==> config.mk <==
export PLATFORM = sky130hd
export DESIGN_NAME = resp_pkg_tx
export DESIGN_NICKNAME = d
export VERILOG_FILES = /design/src/rtl/pkg_proto_para.sv /design/src/rtl/pkg_checksum_acc.sv /design/src/rtl/resp_pkg_tx.sv
export SDC_FILE = /design/constraint.sdc
export NUM_CORES = 1
export LEC_CHECK = 0
export ABC_AREA = 0
export CAP_MARGIN = 15
export CORE_ASPECT_RATIO = 1.2
export CORE_MARGIN = 1.5
export CORE_UTILIZATION = 48
export CTS_CLUSTER_DIAMETER = 50
export CTS_CLUSTER_SIZE = 8
export DETAILED_ROUTE_END_ITERATION = 12
export PLACE_DENSITY = 0.71
export SLEW_MARGIN = 0
export SYNTH_ARGS = -nofsm -noshare
export SYNTH_HDL_FRONTEND = slang
export SYNTH_SLANG_ARGS = --single-unit
==> constraint.sdc <==
create_clock -name clk -period 5.6 [get_ports clk]
set_input_delay 1.12 -clock clk [delete_from_list [all_inputs] [get_ports clk]]
set_output_delay 1.12 -clock clk [all_outputs]
set_load 0.03 [all_outputs]
==> src/rtl/pkg_proto_para.sv <==
// Frame constants, command codes and FSM encodings shared by the host
// command parser and the response packet transmitter.
package pkg_proto_para;

    localparam logic [7:0] FRAME_HEAD = 8'h3A;
    localparam logic [7:0] FRAME_TAIL = 8'h0A;

    localparam logic [15:0] CMD_NOP    = 16'h0000;
    localparam logic [15:0] CMD_STATUS = 16'h0001;
    localparam logic [15:0] CMD_DATA   = 16'h0002;
    localparam logic [15:0] CMD_ACK    = 16'h0003;

    typedef enum logic [3:0] {
        ST_IDLE,
        ST_HDR,
        ST_LEN,
        ST_CMDL,
        ST_CMDH,
        ST_PAY,
        ST_CHK,
        ST_TAIL,
        ST_DONE
    } pkt_state_e;

    // Two's complement of the running sum, so covered bytes plus CHK wrap to 0.
    function automatic logic [7:0] chk_of(input logic [7:0] sum);
        return 8'(~sum + 8'd1);
    endfunction

endpackage

==> src/rtl/pkg_checksum_acc.sv <==
// 8-bit wrapping clear/add accumulator; o_chk is the value that brings the
// accumulated bytes back to zero mod 256.
module pkg_checksum_acc
    import pkg_proto_para::*;
(
    input  logic       clk,
    input  logic       rst_n,
    input  logic       i_clr,
    input  logic       i_add,
    input  logic [7:0] i_byte,
    output logic [7:0] o_chk
);

    logic [7:0] r_sum;

    always_ff @(posedge clk) begin
        if (!rst_n) begin
            r_sum <= 8'h00;
        end else if (i_clr) begin
            r_sum <= 8'h00;
        end else if (i_add) begin
            r_sum <= r_sum + i_byte;
        end
    end

    assign o_chk = chk_of(r_sum);

endmodule

==> src/rtl/resp_pkg_tx.sv <==
// Response packet transmitter: frames cmd/len/payload with header, checksum
// and tail and pushes the bytes one per cycle into the FT232 TX FIFO.
module resp_pkg_tx
    import pkg_proto_para::*;
#(
    parameter int MAX_LEN = 64,
    parameter int LEN_W   = 16
) (
    input  logic             clk,
    input  logic             rst_n,
    input  logic             tx_start,
    input  logic [15:0]      tx_cmd,
    input  logic [LEN_W-1:0] tx_len,
    input  logic             pay_valid,
    input  logic [7:0]       pay_data,
    output logic             pay_ready,
    input  logic             fifo_full,
    output logic             fifo_wr_en,
    output logic [7:0]       fifo_data,
    output logic             tx_busy,
    output logic             tx_done,
    output logic             tx_err
);

    pkt_state_e       r_state;
    logic [1:0]       r_len_idx;
    logic [15:0]      r_cmd;
    logic [LEN_W-1:0] r_len;
    logic [LEN_W-1:0] r_pay_cnt;
    logic             r_wr_en;
    logic [7:0]       r_data;
    logic             r_busy;
    logic             r_done;
    logic             r_err;

    logic             w_pay_ready;
    logic             w_emit;
    logic             w_cover;
    logic [7:0]       w_byte;
    logic [7:0]       w_chk;
    logic [31:0]      w_len32;
    logic [LEN_W-1:0] w_pay_next;
    logic             w_accept;

    assign w_len32     = 32'(r_len);
    assign w_pay_next  = r_pay_cnt + LEN_W'(1);
    assign w_pay_ready = (r_state == ST_PAY) && !fifo_full;
    // A start in the tx_done cycle is dropped; the next packet begins one cycle later.
    assign w_accept    = (r_state == ST_IDLE) && tx_start && !r_done
                         && (tx_len <= LEN_W'(MAX_LEN));

    always_comb begin
        w_emit  = 1'b0;
        w_cover = 1'b0;
        w_byte  = 8'h00;
        case (r_state)
            ST_HDR: begin
                w_emit = !fifo_full;
                w_byte = FRAME_HEAD;
            end
            ST_LEN: begin
                w_emit  = !fifo_full;
                w_cover = 1'b1;
                case (r_len_idx)
                    2'd0: w_byte = w_len32[7:0];
                    2'd1: w_byte = w_len32[15:8];
                    2'd2: w_byte = w_len32[23:16];
                    2'd3: w_byte = w_len32[31:24];
                endcase
            end
            ST_CMDL: begin
                w_emit  = !fifo_full;
                w_cover = 1'b1;
                w_byte  = r_cmd[7:0];
            end
            ST_CMDH: begin
                w_emit  = !fifo_full;
                w_cover = 1'b1;
                w_byte  = r_cmd[15:8];
            end
            ST_PAY: begin
                w_emit  = w_pay_ready && pay_valid;
                w_cover = 1'b1;
                w_byte  = pay_data;
            end
            ST_CHK: begin
                w_emit = !fifo_full;
                w_byte = w_chk;
            end
            ST_TAIL: begin
                w_emit = !fifo_full;
                w_byte = FRAME_TAIL;
            end
            default: ;
        endcase
    end

    pkg_checksum_acc u_chk (
        .clk    (clk),
        .rst_n  (rst_n),
        .i_clr  (w_accept),
        .i_add  (w_emit && w_cover),
        .i_byte (w_byte),
        .o_chk  (w_chk)
    );

    always_ff @(posedge clk) begin
        if (!rst_n) begin
            r_state   <= ST_IDLE;
            r_len_idx <= 2'd0;
            r_cmd     <= 16'h0000;
            r_len     <= '0;
            r_pay_cnt <= '0;
            r_wr_en   <= 1'b0;
            r_data    <= 8'h00;
            r_busy    <= 1'b0;
            r_done    <= 1'b0;
            r_err     <= 1'b0;
        end else begin
            r_wr_en <= w_emit;
            if (w_emit) begin
                r_data <= w_byte;
            end
            r_done <= 1'b0;
            r_err  <= 1'b0;
            case (r_state)
                ST_IDLE: begin
                    if (w_accept) begin
                        r_cmd   <= tx_cmd;
                        r_len   <= tx_len;
                        r_busy  <= 1'b1;
                        r_state <= ST_HDR;
                    end else if (tx_start && !r_done) begin
                        r_err <= 1'b1;
                    end
                end
                ST_HDR: if (w_emit) begin
                    r_len_idx <= 2'd0;
                    r_state   <= ST_LEN;
                end
                ST_LEN: if (w_emit) begin
                    r_len_idx <= r_len_idx + 2'd1;
                    if (r_len_idx == 2'd3) begin
                        r_state <= ST_CMDL;
                    end
                end
                ST_CMDL: if (w_emit) begin
                    r_state <= ST_CMDH;
                end
                ST_CMDH: if (w_emit) begin
                    r_pay_cnt <= '0;
                    r_state   <= (r_len == '0) ? ST_CHK : ST_PAY;
                end
                ST_PAY: if (w_emit) begin
                    r_pay_cnt <= w_pay_next;
                    if (w_pay_next == r_len) begin
                        r_state <= ST_CHK;
                    end
                end
                ST_CHK: if (w_emit) begin
                    r_state <= ST_TAIL;
                end
                ST_TAIL: if (w_emit) begin
                    r_state <= ST_DONE;
                end
                ST_DONE: begin
                    r_done  <= 1'b1;
                    r_busy  <= 1'b0;
                    r_state <= ST_IDLE;
                end
                default: r_state <= ST_IDLE;
            endcase
        end
    end

    assign pay_ready  = w_pay_ready;
    assign fifo_wr_en = r_wr_en;
    assign fifo_data  = r_data;
    assign tx_busy    = r_busy;
    assign tx_done    = r_done;
    assign tx_err     = r_err;

endmodule
# After elaboration in Yosys (flattened, before gate mapping)
# Cells that the tools add are included.
dict set report word_totals {
  reg_bits 74
  out_inout_bits 13
  rom_bits 0
  word_cells 92
  ramBits 0
  latch_bits 0
  input_bits 45
  mem_count 0
}
dict set report op_classes {
  order_cmp 1
  mux 26
  n_bitwise 3
  n_reduce_logical 25
  mul 0
  n_addsub 4
  n_shift 0
  n_div 0
  eq_ne 22
}
# op count
set op_table {}
lappend op_table {{$pmux 8 s7} 1}
lappend op_table {{$mux 4} 10}
lappend op_table {{$mux 16} 2}
lappend op_table {{$pmux 16 s2} 1}
lappend op_table {{$pmux 4 s8} 1}
lappend op_table {{$pmux 8 s3} 1}
lappend op_table {{$add 16x1->16 const B} 1}
lappend op_table {{$eq 16x16->1} 1}
lappend op_table {{$eq 4x3->1 const B} 4}
lappend op_table {{$le 16x7->1 const B} 1}
lappend op_table {{$logic_not 16->1} 1}
lappend op_table {{$ne 2x2->1 const B} 8}
lappend op_table {{$reduce_and 10->1} 1}
lappend op_table {{$add 8x1->8 const B} 1}
lappend op_table {{$add 8x8->8} 1}
lappend op_table {{$eq 4x2->1 const B} 2}
lappend op_table {{$not 8->8} 1}
lappend op_table {{$logic_and 1x1->1} 7}
lappend op_table {{$mux 2} 3}
lappend op_table {{$reduce_and 3->1} 2}
lappend op_table {{$reduce_bool 2->1} 3}
lappend op_table {{$reduce_or 6->1} 1}
lappend op_table {{$eq 2x2->1 const B} 2}
lappend op_table {{$eq 4x1->1 const B} 1}
lappend op_table {{other kinds (15)} 24}

# Longest topological paths before layout
# Gate-level depths: netlist (run 1).
dict set report depth {
  ltp_word 6
  mapped_depth 17
  ltp_nobuf 16
}

# Cells and area by module
# From an unflattened synthesis (run 1), not the netlist that was laid out.
dict set report unflattened {
  cells_unflattened 585
  area_unflattened_um2 4493.1
}
# module seq_area_each_um2 instances cells_each area_each_um2
set by_module_without_submodules {}
lappend by_module_without_submodules {resp_pkg_tx 1321.3 1 493 3753.6}
lappend by_module_without_submodules {pkg_checksum_acc 160.2 1 92 739.5}

# Least setup slack after synthesis (run 1)
# Ideal clock, no wire load.
dict set report synth_timing {
  kind {input to register}
  startpoint {input pay_data[1]}
  endpoint {register u_chk.r_sum[7]}
  path_buffers 0
  stages 12
  t_arrival_ps 3289
  setup_ps 121
  required_ps 5479
  setup_slack_ps 2190
  cell_sequence {mux2i_1 > nor2_1 > a211oi_1 > inv_1 > ha_1 > a21o_1 > a211oi_1 > nor2_1 > o41ai_1 > xnor2_1 > nor2_1 > mux2_2}
}
dict set report synth_via {
  elab_chain_len 2
}
# element line
set synth_lines {}
lappend synth_lines {{from (decl)} resp_pkg_tx.sv:15} ;# input logic [7:0] pay_data,
lappend synth_lines {{$pmux 8 s7} resp_pkg_tx.sv:56} ;# case (r_state)
lappend synth_lines {{named net u_chk.i_byte[1]} pkg_checksum_acc.sv:10} ;# input logic [7:0] i_byte,
lappend synth_lines {{$add 8x8->8} pkg_checksum_acc.sv:22} ;# r_sum <= r_sum + i_byte;
lappend synth_lines {{to (signal assigned)} pkg_checksum_acc.sv:22}
lappend synth_lines {{to (decl)} pkg_checksum_acc.sv:14} ;# logic [7:0] r_sum;
# The timed path passes the listed nets, and every way through them passes these cells.
# A chain may end at the register's enable or synchronous reset.

# Worst setup path in the final report (run 1)
dict set report layout_timing {
  startpoint {register r_state[1]}
  endpoint {register u_chk.r_sum[7]}
}
# element line
set layout_rtl {}
lappend layout_rtl {{from (decl)} resp_pkg_tx.sv:25} ;# pkt_state_e r_state;
lappend layout_rtl {{from (signal assigned)} resp_pkg_tx.sv:152} ;# r_state <= (r_len == '0) ? ST_CHK : ST_PAY;
lappend layout_rtl {{$eq 4x3->1 (tied with other cells)} resp_pkg_tx.sv:56}
lappend layout_rtl {{$pmux 8 s7 *} resp_pkg_tx.sv:56}
lappend layout_rtl {{named net u_chk.i_byte[3]} pkg_checksum_acc.sv:10}
lappend layout_rtl {{$add 8x8->8 *} pkg_checksum_acc.sv:22}
# The timed path passes the listed nets; every way through them passes the cells marked *.

==> qor.csv, run 1 <==
metric,value,unit
number of flops mapped to enable cells by yosys,0,
gp weighted congestion,0.900,
required time of the worst setup path,5.84,ns
CTS Buf Count,9,
Async SR Flop Fraction,0,%
grt total ovfl,0,
Routed Antenna Nets,0,
Inserted Diodes,0,
Vias per Instance,5.69,
GRT met1 Usage,32.5,%
post-synthesis net count,635,
Die Wd,89.5,um
Site Rows,37,
"flops & latches, synth",74,
Die H,107,um
leakage,1.78,nW
register area share after synthesis,34.3,%
max-slew violations,0,
core area,8660,um^2
Die ar.,9570,um^2
via count,4167,
area share of the largest cell type after synthesis,34.3,%
Global Route Usage Sum,25.8,%
root buf cell,clkbuf_8,
top_reg_cell synth,dfxtp_1,
fraction of layout cells with a size suffix above 1,5.20,%
Top Ports,58,
vias in the first global route,4022,
largest net degree at the start of global routing,50,
Clock Pin Slew Worst Setup and Hold Paths,0.08,ns
initial antenna violation count,0,
min-delay src,r_cmd[4]$_SDFFE_PN0P_,
final worst-path cycle share,67.4,%
nets@finish,668,
DRT iter0 DRCs,247,
Avg Inst Size Synth,7.48,um^2
Post-CTS Setup Bufs,0,
Worst slew margin,44.8,%
clk buf depth,2,
max frequency,265,MHz
drt pass-1 iters,5,
drt drc,0,
peak supply drop,0.000132,V
synth-to-layout area growth,18.3,%
maxcap violations,0,
Setup Skew,0.00624,ns
setup_tns,0,ns
"Hold Vio Cnt, Final",0,
met3 usage,2.93,%
worst hold path type,flip-flop to flip-flop,
CTS hold repair buffers,0,
power per standard cell area,195,nW/um^2
wire length per cell,15.8,um
"area leader, netlist",dfxtp_1,
busiest grt layer,met2,
Synth area leaders,"dfxtp_1 34%, nand2_1 8.3%, a21oi_1 6.8%",
RSZ-0062 raised after global routing,no,
status,completed,
CP startpoint,r_state[1]$_SDFFE_PN0P_,
global-route wire length before repair,18.9,mm
setup violators final,0,
Starting Density,49.8,%
worst skew pair latency,0.36,ns
Worst EP arrival,4.02,ns
post_cts resized,0,
Tmin final,3.77,ns
total power,996,uW
Synth warnings,0,
Synth cell types,58,
Critical Path End Type,flip-flop,
crit path launch type,flip-flop,
# fillers,834,
Sink Count,74,
Mapped Area,4310,um^2
cell count after synthesis,577,
RR Startpoint,r_state[1]$_SDFFE_PN0P_,
number of buffers added on ports,57,
Crit Path Max Fanout,22,
Post-Route WL,11.6,mm
critical path type,flip-flop to flip-flop,
CTS tree,built,
DP HPWL,8.60,mm
worst slew pin tran,0.822,ns
H-tree Lvls,3,
routing usage on met2,44.2,%
worst max-delay path, stage by stage, from the launching register on:
cell and delay (ns):
dfxtp_1 0.85, nand2b_1 0.25, nor3_1 0.62, and3_1 0.27, a221oi_1 0.05, o21ai_0 0.20
ha_1 0.34, o21ai_0 0.16, nor2_1 0.07, o41ai_1 0.31, xnor2_1 0.10, nor2_1 0.10
mux2_2 0.34
power by group:
group	internal (mW)	leakage, nW	total (mW)	switching, mW
Combinational	0.0303	1.08	0.0480	0.0178
Sequential	0.526	0.596	0.526	0.000206
Clock	0.217	0.103	0.422	0.205
Total	0.773	1.78	0.996	0.223
cell type report:
| cell class | instances | area (um^2) | share of cell area (%) |
|---|---|---|---|
| clock inverter | 5 | 53.8 | 1.05 |
| multi-input combinational | 451 | 2630 | 51.5 |
| timing repair buffer | 62 | 608 | 11.9 |
| clock buffer | 11 | 141 | 2.77 |
| inverter | 12 | 45.0 | 0.883 |
| sequential | 74 | 1480 | 29.0 |
| tap | 117 | 146 | 2.87 |
flip-flops by register name, indices dropped and copies added (netlist names):
name and count:
r_len 16, r_state 4, u_chk.r_sum 8, r_cmd 16
tx_busy 1, fifo_data 8, r_len_idx 2, r_pay_cnt 16
tx_err 1, tx_done 1, fifo_wr_en 1
cell usage in the layout (no fill, tap or decap), types with 4 or more instances in the layout:
cell / Yosys / layout
and3_1: 13 / 13
xnor2_1: 20 / 20
inv_1: 12 / 12
o211ai_1: 5 / 5
xor2_1: 12 / 12
dfxtp_1: 74 / 74
nor4_1: 14 / 13
a22oi_1: 5 / 5
nand2_1: 95 / 95
clkdlybuf4s50_1: 0 / 57
ha_1: 12 / 12
nor2_1: 55 / 55
o21ai_0: 32 / 32
a21oi_1: 59 / 59
nor2b_1: 4 / 4
a211oi_1: 6 / 6
clkbuf_8: 0 / 10
a31oi_1: 5 / 5
buf_4: 1 / 5
nand3b_1: 4 / 4
and2_1: 7 / 7
nand4_1: 6 / 6
nand3_1: 12 / 12
nand2b_1: 9 / 9
or3_1: 4 / 4
mux2i_1: 5 / 5
nor3_1: 19 / 19
or4_1: 6 / 6
cell usage after synthesis, types with 3 or more instances:
cell,n
nand2_1,95
dfxtp_1,74
a21oi_1,59
nor2_1,55
o21ai_0,32
clkbuf_1,31
xnor2_1,20
nor3_1,19
nor4_1,14
and3_1,13
ha_1,12
inv_1,12
nand3_1,12
xor2_1,12
nand2b_1,9
and2_1,7
a211oi_1,6
nand4_1,6
or4_1,6
a22oi_1,5
a31oi_1,5
mux2i_1,5
o211ai_1,5
buf_2,4
nand3b_1,4
nor2b_1,4
or3_1,4
a311oi_1,3
buf_1,3
or2_2,3
stage by stage:
stage          utilization [%]  instances  hold WS, ns  area (um^2)  setup WS, ns
5_1_grt                   59.0        732        0.474         5100          1.49
3_3_place_gp              56.7        716        0.436         4910          1.59
2_1_floorplan                -        577        0.427         4310          2.19
4_1_cts                   59.0        732        0.454         5100          1.84
6_report                  59.0        732        0.456         5100          1.83
3_5_place_dp              56.7        716        0.443         4910          1.49
cell families (layout without fill, tap and decap cells):
| kind of cell | count (synthesis) | after routing | synth area share (%) |
|---|---|---|---|
| XOR/XNOR | 32 | 32 | 6.50 |
| flip-flops | 74 | 74 | 34.3 |
| buffers and inverters | 52 | 90 | 4.90 |
| adder cells (fa/ha/maj) | 13 | 13 | 3.94 |
| multiplexers | 6 | 6 | 1.42 |
| AND/OR/NAND/NOR | 260 | 260 | 29.0 |
| AO/OA/AOI/OAI | 140 | 140 | 19.9 |
layer usage:
layer  vias up  share of wire (%)
met5         -                  0
met4         0                2.1
met3        19                3.5
met2       104                 50
met1      1947                 44
li1       2097                  -
path summary, 6_finish.rpt:
kind	end	slack, ns	cells after the start
max	u_chk.r_sum[7]$_SDFFE_PP0P_	1.83	12
min	r_cmd[4]$_SDFFE_PN0P_	0.46	2
max reg2reg	u_chk.r_sum[7]$_SDFFE_PP0P_	1.83	12
min reg2reg	r_cmd[4]$_SDFFE_PN0P_	0.46	2
Power figures use the tool's default switching activity.
==> run 2: changes to the inputs <==
Settings changed: PLACE_DENSITY 0.71 to 0.74.
Clock period 5.6 ns to 3.1 ns, I/O delays scaled along.
==> qor.csv, run 2 (synthesis gave the netlist of run 1 again) <==
metric,value,unit
initial antenna violation count,0,
peak supply drop,0.000284,V
RR Startpoint,u_chk.r_sum[1]$_SDFFE_PP0P_,
worst stage delay on the critical path,0.54,ns
"Top cell by count, worst path",o21ai_1,
Top Ports,58,
vias in the first global route,4232,
Starting Density,49.8,%
# fillers,761,
r2r setup slk,0.04,ns
leakage,2.02,nW
Crit Path Max Fanout,5,
drt drc,0,
max frequency,327,MHz
Worst slew margin,59.2,%
power per standard cell area,325,nW/um^2
global-route wire length before repair,19.9,mm
root buf cell,clkbuf_8,
Site Rows,37,
min-delay src,r_cmd[10]$_SDFFE_PN0P_,
synth-to-layout area growth,28.3,%
DRT iter0 DRCs,247,
CTS Buf Count,9,
number of buffers added on ports,57,
CTS hold repair buffers,0,
WP buf/inv,0,
Routed Antenna Nets,0,
"Hold Vio Cnt, Final",0,
CTS tree,built,
Global Route Usage Sum,27.1,%
fraction of layout cells with a size suffix above 1,14.5,%
via count,4502,
Critical Path End Type,flip-flop,
Tmin final,3.06,ns
slowest CP cell,or4_1,
Sink Count,74,
multi-input logic area,2700,um^2
H-tree Lvls,3,
worst skew pair latency,0.37,ns
worst hold path type,flip-flop to flip-flop,
biggest regs,"r_cmd: 16 flops, r_len: 16 flops, r_pay_cnt: 16 flops",
crit path launch type,flip-flop,
clk buf depth,2,
reg2reg end,u_chk.r_sum[7]$_SDFFE_PP0P_,
Final Util,63.9,%
Worst EP arrival,3.31,ns
critical path type,flip-flop to flip-flop,
hold path endpoint,r_cmd[10]$_SDFFE_PN0P_,
Post-Route WL,12.5,mm
setup violators final,0,
Clock Pin Slew Worst Setup and Hold Paths,0.08,ns
"commonest cells after routing, fill and taps aside","95 x nand2_1, 68 x dfxtp_1, 59 x a21oi_1, 57 x clkdlybuf4s50_1, 54 x nor2_1",
worst slew pin tran,0.606,ns
final worst-path cycle share,98.7,%
maxcap violations,0,
crit-path cells,"or4_1, and3_1, a221oi_2, o21ai_1, ha_2, o21ai_1, nor2_2, o41ai_2, xnor2_1, nor2_1, mux2_4",
status,completed,
Die Wd,89.5,um
worst r2r path cells,11,
gp weighted congestion,0.934,
setup_tns,0,ns
register area,1490,um^2
Inserted Diodes,0,
required time of the worst setup path,3.35,ns
hold path depth,2,
DP HPWL,9.19,mm
largest net degree at the start of global routing,50,
Die ar.,9570,um^2
Vias per Instance,5.79,
Die H,107,um
grt total ovfl,0,
nets@finish,714,
max-slew violations,0,
wire length per cell,16.1,um
Setup Skew,0.0119,ns
Crit path max-delay family,simple AND/OR/NAND/NOR gates,
core area,8660,um^2
"commonest non-fill, non-tap cell in the layout",nand2_1,
drt pass-1 iters,5,
## run 2: changes by cell type in the layout (fill, tap and decap cells not counted), moves of 3 or more
cell     change
dfxtp_1      -6
dfxtp_2      +5
buf_4       +46
ha_4         +3
o21ai_0      -7
o21ai_1      +7
ha_1         -4
## run 2: worst max path at each step
stage | startpoint | end | slack, ns | cells after the start
after floorplan | r_len_idx[0]$_SDFFE_PN0P_ | u_chk.r_sum[7]$_SDFFE_PP0P_ | 0.03 | 15
after global placement | pay_data[1] | u_chk.r_sum[7]$_SDFFE_PP0P_ | -0.23 | 13
after detailed placement | pay_data[1] | u_chk.r_sum[7]$_SDFFE_PP0P_ | -0.25 | 13
after CTS | r_len_idx[1]$_SDFFE_PN0P_ | u_chk.r_sum[6]$_SDFFE_PP0P_ | 0.009 | 14
after global routing | r_len_idx[0]$_SDFFE_PN0P_ | u_chk.r_sum[7]$_SDFFE_PP0P_ | -0.13 | 13
final | u_chk.r_sum[1]$_SDFFE_PP0P_ | u_chk.r_sum[7]$_SDFFE_PP0P_ | 0.04 | 11
## run 2: power breakdown
| group | switching (mW) | leakage (nW) | internal, mW | total, mW |
|---|---|---|---|---|
| logic | 0.0327 | 1.33 | 0.0557 | 0.0884 |
| clock network | 0.389 | 0.0925 | 0.373 | 0.762 |
| registers | 0.000336 | 0.599 | 0.949 | 0.950 |
## run 2: cell type report
type / instances / area share, %
multi-input combinational: 451 / 48.8
sequential: 74 / 27.0
timing repair buffer: 108 / 17.2
tap: 117 / 2.65
clock buffer: 10 / 2.31
clock inverter: 6 / 1.22
inverter: 12 / 0.814
## run 2: through the flow
| stage | cell area [um^2] | power [mW] | worst slack (ns) | cells | hold slack (ns) |
|---|---|---|---|---|---|
| after floorplan | 4320 | 0.992 | 0.0335 | 577 | 0.427 |
| after global placement | 5190 | 1.06 | -0.230 | 753 | 0.442 |
| after global routing | 5530 | 1.86 | -0.132 | 778 | 0.478 |
| final | 5530 | 1.80 | 0.0414 | 778 | 0.459 |
| after detailed placement | 5190 | 1.06 | -0.252 | 753 | 0.451 |
| after CTS | 5400 | 1.81 | 0.00945 | 769 | 0.461 |
## run 2: layer usage
| layer | share of wire [%] | routed length (um) | track usage, % | up-vias |
|---|---|---|---|---|
| li1 | - | - | - | 2195 |
| met1 | 41 | 5160 | 32.4 | 2123 |
| met2 | 51 | 6310 | 46.5 | 144 |
| met3 | 4.7 | 583 | 4.23 | 40 |
| met4 | 3.6 | 444 | 12.7 | 0 |
| met5 | 0 | 0 | 0 | - |
## run 2: what timing repair did
action	in CTS	in global routing
setup endpoints to repair	2	2
resized for setup	3	25
pin swaps	0	11
setup buffers	0	9
## run 2: worst min-delay path, stage by stage, from the launching register on
cell     delay, ns
dfxtp_1       0.32
nand2_1       0.05
a21oi_1       0.05
==> run 3: changes to the inputs <==
Settings changed: PLACE_DENSITY 0.74 to 0.81.
==> qor.csv, run 3 (synthesis gave the netlist of run 1 again) <==
metric,value,unit
status,completed,
maxcap violations,0,
cell count after placement,756,
Worst EP arrival,3.25,ns
Die H,107,um
drt drc,0,
Site Rows,37,
worst hold path type,flip-flop to flip-flop,
critical path type,flip-flop to flip-flop,
Critical Path End Type,flip-flop,
Tmin final,3.00,ns
via count,4476,
DP HPWL,9.24,mm
# fillers,764,
Die ar.,9570,um^2
core area,8660,um^2
crit-path cells,"or4_1, buf_4, or3_1, nand3_1, o211ai_1, ha_1, nor3_1, nor2_1, o41ai_2, xnor2_1, nor2_1, mux2_2",
Worst slew margin,64.0,%
Final Util,63.5,%
required time of the worst setup path,3.34,ns
clk buf depth,2,
vias in the first global route,4357,
Crit Path Max Fanout,5,
worst skew pair latency,0.36,ns
Starting Density,49.8,%
worst stage delay on the critical path,0.57,ns
CTS Buf Count,9,
H-tree Lvls,3,
"commonest cells after routing, fill and taps aside","94 x nand2_1, 68 x dfxtp_1, 59 x a21oi_1, 57 x clkdlybuf4s50_1, 55 x nor2_1",
drt pass-1 iters,6,
RSZ-0062 raised after global routing,no,
global-route wire length before repair,20.4,mm
Inserted Diodes,0,
Setup Skew,0.00980,ns
final worst-path cycle share,96.9,%
Top Ports,58,
"Top cell by count, worst path",nor2_1,
worst r2r path cells,12,
largest net degree at the start of global routing,50,
grt total ovfl,0,
synth-to-layout area growth,27.5,%
initial antenna violation count,0,
fraction of layout cells with a size suffix above 1,13.3,%
CTS tree,built,
setup_tns,0,ns
Post-Route WL,12.3,mm
hold path depth,2,
root buf cell,clkbuf_8,
Sink Count,74,
setup violators final,0,
biggest regs,"r_cmd: 16 flops, r_len: 16 flops, r_pay_cnt: 16 flops",
crit path launch type,flip-flop,
total power,1.93,mW
Max Used Layer,met4,
leakage,2.02,nW
"Hold Vio Cnt, Final",0,
DRT iter0 DRCs,343,
Global Route Usage Sum,27.5,%
Die Wd,89.5,um
M1 wire length,4.89,mm
Routed Antenna Nets,0,
"non-filler cells, final",772,
"commonest non-fill, non-tap cell in the layout",nand2_1,
power per standard cell area,351,nW/um^2
peak supply drop,0.000239,V
met3 wire len,776,um
max frequency,333,MHz
gp weighted congestion,0.947,
Clock Pin Slew Worst Setup and Hold Paths,0.07,ns
wire length per cell,16.0,um
met2 wire len,5.99,mm
Vias per Instance,5.80,
slowest CP cell,or4_1,
nets@finish,709,
number of buffers added on ports,57,
max-slew violations,0,
worst slew pin tran,0.540,ns
==> run 3: final timing paths <==
path	start	end	slack [ns]
setup / recovery	u_chk.r_sum[0]$_SDFFE_PP0P_	u_chk.r_sum[7]$_SDFFE_PP0P_	0.1
hold reg to reg	r_cmd[13]$_SDFFE_PN0P_	r_cmd[13]$_SDFFE_PN0P_	0.46
hold / removal	r_cmd[13]$_SDFFE_PN0P_	r_cmd[13]$_SDFFE_PN0P_	0.46
setup reg to reg	u_chk.r_sum[0]$_SDFFE_PP0P_	u_chk.r_sum[7]$_SDFFE_PP0P_	0.1
==> run 3: power by group <==
part | switching [mW] | leakage, nW | internal (mW)
Combinational | 0.0336 | 1.31 | 0.0565
Clock | 0.361 | 0.116 | 0.531
Sequential | 0.000368 | 0.599 | 0.950
==> run 3: per-layer routing <==
layer / vias up / track usage (%)
met1: 2054 / 32.9
met5: - / 0
li1: 2181 / -
met3: 55 / 4.46
met4: 0 / 18.0
met2: 186 / 44.5
==> run 3: area by class of cell <==
class	count	area [um^2]	share of cell area, %
tap	117	146	2.66
timing repair buffer	103	916	16.7
sequential	74	1490	27.1
clock inverter	5	104	1.89
inverter	12	45.0	0.819
clock buffer	10	128	2.32
multi-input combinational	451	2670	48.6
==> run 3: worst max-delay path: cells and delay by family (launching register included) <==
kind / cells / cell delay, ns
compound gates: 2 / 0.24
flops: 1 / 0.35
xor+xnor: 1 / 0.12
simple gates: 6 / 1.28
buf+inv: 1 / 0.17
mux: 1 / 0.34
fa+ha+maj: 1 / 0.39
==> run 3: timing repair <==
action / CTS / global route
pin swaps: 0 / 5
hold buffers: 0 / 0
setup buffers: 0 / 1
endpoints found under the setup margin: 2 / 4
resized for setup: 3 / 16
==> run 3: stage by stage <==
stage	setup slack [ns]	area [um^2]	hold slack, ns
6_report	0.0953	5500	0.457
3_5_place_dp	-0.279	5210	0.449
2_1_floorplan	0.0335	4320	0.427
3_3_place_gp	-0.222	5210	0.441
4_1_cts	0.0711	5460	0.458
5_1_grt	0.00907	5500	0.481
